[src/rtl/convergence_monitor.sv]
// Observes a chain of FEA nodes, tracks the largest per-step change and declares
// convergence (or timeout on a step budget), latching a node snapshot on either outcome.
module convergence_monitor #(
  parameter int unsigned N_NODES       = 4,
  parameter int unsigned WIDTH         = 32,
  parameter int unsigned STABLE_CYCLES = 4
) (
  input  logic                       clk,
  input  logic                       reset,
  input  logic                       start,
  input  logic                       valid,
  input  logic [N_NODES*WIDTH-1:0]   nodevals,
  input  logic [WIDTH-1:0]           tol,
  input  logic [31:0]                max_steps,
  input  logic [7:0]                 rd_idx,
  output logic [WIDTH-1:0]           rd_data,
  output logic                       busy,
  output logic                       converged,
  output logic                       timeout,
  output logic [31:0]                step_count,
  output logic [WIDTH-1:0]           max_delta
);

  localparam int unsigned SW = $clog2(STABLE_CYCLES + 1);

  typedef enum logic [1:0] {IDLE, PRIME, TRACK, DONE} state_e;

  state_e           state_q, state_d;
  logic [WIDTH-1:0] prev_q [N_NODES];
  logic [WIDTH-1:0] prev_d [N_NODES];
  logic [WIDTH-1:0] snap_q [N_NODES];
  logic [WIDTH-1:0] snap_d [N_NODES];
  logic [WIDTH-1:0] cur    [N_NODES];
  logic [WIDTH-1:0] delta  [N_NODES];
  logic [WIDTH-1:0] step_maxd;
  logic [SW-1:0]    stable_q, stable_d;
  logic [31:0]      step_q, step_d;
  logic [WIDTH-1:0] maxd_q, maxd_d;
  logic             conv_q, conv_d;
  logic             tout_q, tout_d;

  // Absolute change per node, computed on the larger-minus-smaller side so it never wraps.
  always_comb begin
    step_maxd = '0;
    for (int i = 0; i < int'(N_NODES); i++) begin
      cur[i]   = nodevals[i*WIDTH +: WIDTH];
      delta[i] = (cur[i] > prev_q[i]) ? (cur[i] - prev_q[i]) : (prev_q[i] - cur[i]);
      if (delta[i] > step_maxd) step_maxd = delta[i];
    end
  end

  // State register.
  always_ff @(posedge clk) begin
    if (reset) begin
      state_q  <= IDLE;
      stable_q <= '0;
      step_q   <= '0;
      maxd_q   <= '0;
      conv_q   <= 1'b0;
      tout_q   <= 1'b0;
      // NOTE: the snapshot and previous-sample arrays are cleared too, because rd_data must read 0 after reset.
      for (int i = 0; i < int'(N_NODES); i++) begin
        prev_q[i] <= '0;
        snap_q[i] <= '0;
      end
    end else begin
      // NOTE: non-blocking assignments keep every register updating from the same pre-edge values.
      state_q  <= state_d;
      prev_q   <= prev_d;
      snap_q   <= snap_d;
      stable_q <= stable_d;
      step_q   <= step_d;
      maxd_q   <= maxd_d;
      conv_q   <= conv_d;
      tout_q   <= tout_d;
    end
  end

  // Next-state logic; start takes priority in every state.
  always_comb begin
    // NOTE: every target holds by default so no path through this block can infer a latch.
    state_d  = state_q;
    prev_d   = prev_q;
    snap_d   = snap_q;
    stable_d = stable_q;
    step_d   = step_q;
    maxd_d   = maxd_q;
    conv_d   = conv_q;
    tout_d   = tout_q;
    if (start) begin
      state_d  = PRIME;
      stable_d = '0;
      step_d   = '0;
      maxd_d   = '0;
      conv_d   = 1'b0;
      tout_d   = 1'b0;
    end else if (valid) begin
      case (state_q)
        PRIME: begin
          prev_d  = cur;
          state_d = TRACK;
        end
        TRACK: begin
          prev_d   = cur;
          step_d   = step_q + 32'd1;
          maxd_d   = step_maxd;
          stable_d = (step_maxd <= tol) ? stable_q + SW'(1) : '0;
          // Convergence is tested first so it wins a tie with the step budget.
          if (stable_d == SW'(STABLE_CYCLES)) begin
            conv_d  = 1'b1;
            snap_d  = cur;
            state_d = DONE;
          end else if ((max_steps != 32'd0) && (step_d == max_steps)) begin
            tout_d  = 1'b1;
            snap_d  = cur;
            state_d = DONE;
          end
        end
        default: ;
      endcase
    end
  end

  // Outputs.
  always_comb begin
    busy    = (state_q == PRIME) || (state_q == TRACK);
    rd_data = '0;
    for (int i = 0; i < int'(N_NODES); i++) begin
      if (rd_idx == 8'(i)) rd_data = snap_q[i];
    end
  end

  assign converged  = conv_q;
  assign timeout    = tout_q;
  assign step_count = step_q;
  assign max_delta  = maxd_q;

endmodule

[config.mk]
export PLATFORM = sky130hd
export DESIGN_NAME = convergence_monitor
export DESIGN_NICKNAME = d
export VERILOG_FILES = /design/src/rtl/convergence_monitor.sv
export SDC_FILE = /design/constraint.sdc
export NUM_CORES = 2
export LEC_CHECK = 0
export BUFFER_PORTS_ARGS = -buffer_cell sky130_fd_sc_hd__buf_2
export CORE_AREA = 3 3 270 272
export DETAILED_ROUTE_END_ITERATION = 7
export DIE_AREA = 0 0 273 275
export PLACE_DENSITY = 0.7
export SYNTH_ARGS = -nofsm -noshare
export SYNTH_HDL_FRONTEND = slang
export SYNTH_SLANG_ARGS = --single-unit
[constraint.sdc]
create_clock -name clk -period 19.6 [get_ports clk]
set_input_delay 2.94 -clock clk [delete_from_list [all_inputs] [get_ports clk]]
set_output_delay 2.94 -clock clk [all_outputs]
set_load 0.01 [all_outputs]
# Yosys cells after proc, flatten, opt, wreduce, memory -nomap -nowiden
# Cells that the tools add are included.
# W data, S select, Z words.
# word_totals
inputBits	204
reg_bits	327
wordCells	82
out_inout_bits	99
# classes
n_reduce_logical	17
bitwise_logic	2
n_mux	20
order_cmp	9
addsub	10
eq_ne	9
# ops
operator	count
$mux W32	12
$mux W128	2
$sub A32 B32 Y32	8
$gt A32 B32 Y1	7
$add A32 B1 Y32 const B	1
$eq A32 B32 Y1	1
$gt A32 B1 Y1 const B	1
$le A32 B32 Y1	1
$reduce_bool A32 Y1	1
$eq A8 B2 Y1 const B	2
$reduce_and A3 Y1	4
$eq A8 B1 Y1 const B	1
$logic_not A8 Y1	1
$reduce_and A4 Y1	2
$reduce_bool A2 Y1	3
$mux W2	2
$ne A4 B4 Y1 const B	1
$pmux W2 S2	1
$reduce_or A2 Y1	2
$add A3 B1 Y3 const B	1
$eq A3 B3 Y1 const B	1
$mux W3	1
$ne A3 B3 Y1 const B	1
$reduce_bool A3 Y1	1
7 further kinds	9

# Depth between registers and ports, before layout
# depth
ltp_word	17
depth_mapped	73
ltp_nobuf	63

# Least setup slack after synthesis
# OpenSTA, ideal clock, no wires.
# synth_timing
path_kind	input to register
from	input nodevals[9]
to	register snap_q[59] (netlist bit)
required_ps	19472
slack_ps	4419
stages	69
setup_time_ps	128
t_arrival_ps	15054
n_path_buf	12
path_cell_list	inv_1 -> ha_1 -> buf_2 -> a21oi_2 -> o21ai_1 -> a221oi_1 -> o21ai_2 -> o211ai_2 -> buf_6 -> clkbuf_1 -> buf_1 -> nand2_1 -> o32a_1 -> a21oi_1 -> xnor2_1 -> inv_1 -> ha_1 -> nand4_1 -> [33 not listed] -> o311a_1 -> inv_1 -> ha_1 -> a21o_1 -> a21o_1 -> a21o_1 -> a21o_1 -> a21o_1 -> a21o_1 -> a21oi_1 -> o21ai_0 -> nand2_1 -> nand4_1 -> a21oi_2 -> buf_8 -> buf_8 -> mux2i_1 -> nor2_1
# synth_via
elab_chain_cells	15
word_cells_on_any_way	18
classes_between	add/sub (2); order compare (6); eq/ne (1); mux (7); reduce/logical (2)
# synth_rtl
element	line_no	source
start: declaration	12	input logic [N_NODES*WIDTH-1:0] nodevals,
$sub A32 B32 Y32 / $gt A32 B32 Y1 (equally long branches)	47	delta[i] = (cur[i] > prev_q[i]) ? (cur[i] - prev_q[i]) : (prev_q[i] - cur[i]);
$mux W32 *	47	
$gt A32 B1 Y1	48	if (delta[i] > step_maxd) step_maxd = delta[i];
$mux W32 *	48	
$gt A32 B32 Y1	48	
$mux W32 *	48	
$gt A32 B32 Y1	48	
$mux W32 *	48	
$gt A32 B32 Y1	48	
$mux W32 *	48	
net step_maxd[25]	35	logic [WIDTH-1:0] step_maxd;
$le A32 B32 Y1 *	107	stable_d = (step_maxd <= tol) ? stable_q + SW'(1) : '0;
$mux W3 *	107	
$eq A3 B3 Y1 *	109	if (stable_d == SW'(STABLE_CYCLES)) begin
$reduce_bool A2 Y1 (no line)	--	
$reduce_and A4 Y1 (no line)	--	
end signal: assignment	70	snap_q <= snap_d;
end: declaration	31	logic [WIDTH-1:0] snap_q [N_NODES];
# The timed path passes the listed nets; every way through them passes the cells marked *.
# A chain may end at the register's enable or synchronous reset.

# Worst setup path after layout
# layout_timing
from	input nodevals[58]
to	register snap_q[84] (netlist bit)
# layout_via
elab_chain_cells	13
word_cells_on_any_way	16
classes_between	add/sub (2); order compare (5); eq/ne (1); mux (6); reduce/logical (2)
# layout_rtl
element	line_no
$sub A32 B32 Y32 / $gt A32 B32 Y1 (equally long branches)	47
$mux W32 *	47
$gt A32 B32 Y1	48
$mux W32 *	48
$gt A32 B32 Y1	48
$mux W32 *	48
$gt A32 B32 Y1	48
$mux W32 *	48
net step_maxd[1]	35
$le A32 B32 Y1 *	107
$mux W3 *	107
$eq A3 B3 Y1 *	109
$reduce_bool A2 Y1 (no line)	--
$reduce_and A4 Y1 (no line)	--
# Marks and branches as above.

==> results.cfg <==
[floorplanning]
die_area_um2 = 75100
core_area_um2 = 71000
rows = 98
start_util_pct = 44.7
die_y_um = 275
io-pin-count = 303
die_w_um = 273

[placed_design]
post-dp-hpwl_mm = 90.4
preCtsSetupSlack_ns = 1.34
numPortBuffers = 302
gp_congestion = 0.984

[pwr]
power.switching_uw = 1460
leakage_uw = 0.0154
clkPwrFrac_pct = 24.9
power_density_nw_per_um2 = 94.6
p_comb_share_pct = 54.5
p_int_uw = 1850
vdd_drop_max_mv = 0.0877
power_frac_seq_pct = 20.6
swShare_pct = 44.1

[sta]
fin_skew_ns = 0.0140
slew_violations = 0
finalCritPeriodShare_pct = 91.8
finalHoldViolations = 0
slew_headroom_pct = 33.1
fin_ws_ns = 1.60
setup_violations = 0
setup_tns_ns = 0
fmax_mhz = 55.6
worst_slew_pin_slew_ns = 1.00
min_period_ns = 18.00
rsz0062_at_grt = false

[synthesis]
synth_top_area_share_pct = 20.6
synthDistinctLibCells = 103
ys_ff_latch = 327
syn_nets = 4751
yosys_warnings = 0
synth-edff-count = 0
yosys.area.top_type = dfxtp_1
yosysSeqAreaShare_pct = 20.6
synthTopCellsByArea = dfxtp_1 (21%), ha_1 (15%), a21oi_1 (7.4%)
synthCells = 4157
async_flop_share_pct = 0
syn_area_per_cell_um2 = 7.63
netlist_area_um2 = 31700
synthFlopType = dfxtp_1

[global_routing]
grt_pass1_wl_mm = 167
antenna_found_initial = 15
overflow = 0
grt_max_degree = 101
grt_pass1_vias = 28200
grt_use_total_pct = 28.7

[routing]
wl_per_cell_um = 21.3
routed_via_density = 5.78
wl_mm = 113
drcViolationCount = 0
drtIter0Drc = 2752
drtAntennaViolNets = 0
num_vias = 30600
drtPass1Iterations = 7

[min_path]
hp-start = max_delta[25]
hold_depth = 2
min_to = max_delta[25]
hold_path.class = reg -> reg

[critical_path]
worstPathRequired_ns = 20.05
critPathLaunchType = primary input
regToRegSetupSlack_ns = 3.79
slowest_delay_ns = 0.77
critPathMaxFanout = 47
crit_type = in -> reg
critical_path.most_common_cell = o21a_1
crit_slowest_cell = o21a_1
reg2reg_depth = 55
critical_path_arrival_ns = 18.44
crit-reg2reg-launch = prev_q[87]
cpLargestDelayFamily = compound AO/OA/AOI/OAI gates
r2r-end = snap_q[84]
path_buf_inv = 6
setup.worst_path.end_class = flip-flop

[cells_and_area]
fin_nets = 4894
layout-drive-gt1-share_pct = 12.3
area_growth_syn_to_layout_pct = 10.3
num-fill-cells = 7044

[clock_network]
clk_root_buffer_cell = clkbuf_16
cts_made_buffers = 42
postCtsHoldBufs = 0
htree_levels = 2
cts_tree = built
clk_pin_slew_ns = 0.06
clock_path_buffers = 3
cts-resized-gates = 0
clk_latency_ns = 0.59
cts_setup_buffers = 0
clkSinkCount = 327

[job]
drv_cap = 0

[status]
outcome = completed
-- metrics by stage --
| step | hold WS (ns) | total power, µW | utilization [%] | instance area, µm² | std cells |
|---|---|---|---|---|---|
| 6_report | 0.452 | 3310 | 49.3 | 35000 | 5291 |
| 2_1_floorplan | 0.436 | 1950 | - | 31700 | 4157 |
| 4_1_cts | 0.455 | 3300 | 49.3 | 35000 | 5284 |
| 5_1_grt | 0.475 | 3520 | 49.3 | 35000 | 5286 |
| 3_3_place_gp | 0.436 | 2450 | 47.2 | 33500 | 5206 |
| 3_5_place_dp | 0.444 | 2460 | 47.2 | 33500 | 5206 |
-- cells in the final DEF (no fill, tap or decap), types with 24 or more instances in the layout --
master | netlist | routed
a31oi_1 | 39 | 39
and3_1 | 52 | 51
a21o_1 | 130 | 130
nor3_1 | 34 | 34
mux2_2 | 24 | 24
xor2_1 | 77 | 77
clkbuf_16 | 0 | 45
a211oi_1 | 33 | 33
mux4_2 | 32 | 32
dfxtp_1 | 327 | 327
o21bai_1 | 56 | 56
ha_1 | 382 | 382
a21oi_1 | 466 | 466
nand2_1 | 465 | 465
nand4_1 | 74 | 74
mux2i_1 | 195 | 195
nor2_1 | 357 | 356
o21a_1 | 47 | 47
o21ai_0 | 169 | 169
buf_2 | 54 | 301
inv_1 | 408 | 408
nand3_1 | 55 | 54
xnor2_1 | 102 | 102
nor2b_1 | 42 | 42
-- synthesized netlist by cell type, types with 56 or more instances --
cell / number
nand4_1: 74
dfxtp_1: 327
xnor2_1: 102
mux2i_1: 195
a21oi_1: 466
a21o_1: 130
nand2_1: 465
inv_1: 408
o21ai_0: 169
ha_1: 382
nor2_1: 357
xor2_1: 77
o21bai_1: 56
clkbuf_1: 128
-- worst min-delay path, cell delays in order (launching register included) --
cell and delay, ns:
dfxtp_1 0.31, nand2_1 0.05, o21ai_1 0.05
-- layer usage --
metal	part of all wire [%]	vias up	track usage, %
met2	44	1077	46.2
met5	0.059	-	0
met4	4.3	10	11.5
met3	8.2	199	5.95
li1	-	14800	-
met1	43	14500	37.5
-- sequential cells by signal, summed over array words and instances, names as in the netlist --
| signal | flops |
|---|---|
| timeout | 1 |
| stable_q | 3 |
| converged | 1 |
| max_delta | 32 |
| snap_q | 128 |
| state_q | 2 |
| step_count | 32 |
| prev_q | 128 |
-- power by group through the flow --
stage	Sequential, µW	Combinational (µW)	Clock, µW
floorplan	694	1250	0
CTS	681	1780	840
detailed placement	696	1760	0
finish	681	1800	826
global placement	696	1760	0
global route	682	1980	864
-- how the worst max path moves through the flow --
stage                 start         end  slack [ns]  depth (start not counted)
2_1_floorplan   nodevals[9]  snap_q[59]        4.42                         69
3_3_place_gp   nodevals[58]  snap_q[84]        1.43                         57
3_5_place_dp   nodevals[58]  snap_q[84]        1.34                         57
4_1_cts        nodevals[60]  snap_q[16]        1.92                         57
5_1_grt        nodevals[57]  snap_q[16]        0.59                         57
6_report       nodevals[58]  snap_q[84]        1.60                         57
-- logic make-up (layout without fill, tap and decap cells) --
group	Yosys count	count (layout)	synth area share, %
DFF	327	327	20.6
adders and majority gates	390	390	15.6
xor gates and xnor gates	179	179	4.94
muxes	265	265	9.97
AOI/OAI and AO/OA	1142	1142	22.6
and+or+nand+nor	1221	1221	17.8
buffers and inverters	633	810	8.50
other	0	7	0
-- layout make-up --
class,count,area [µm²],share of cell area [%]
tap,950,1190,3.40
multi-input combinational,3197,22500,64.4
timing repair buffer,323,1720,4.90
clock inverter,22,234,0.668
clock buffer,56,1220,3.48
antenna,7,17.5,0.0500
inverter,409,1540,4.39
sequential,327,6550,18.7
Power figures use the tool's default switching activity.
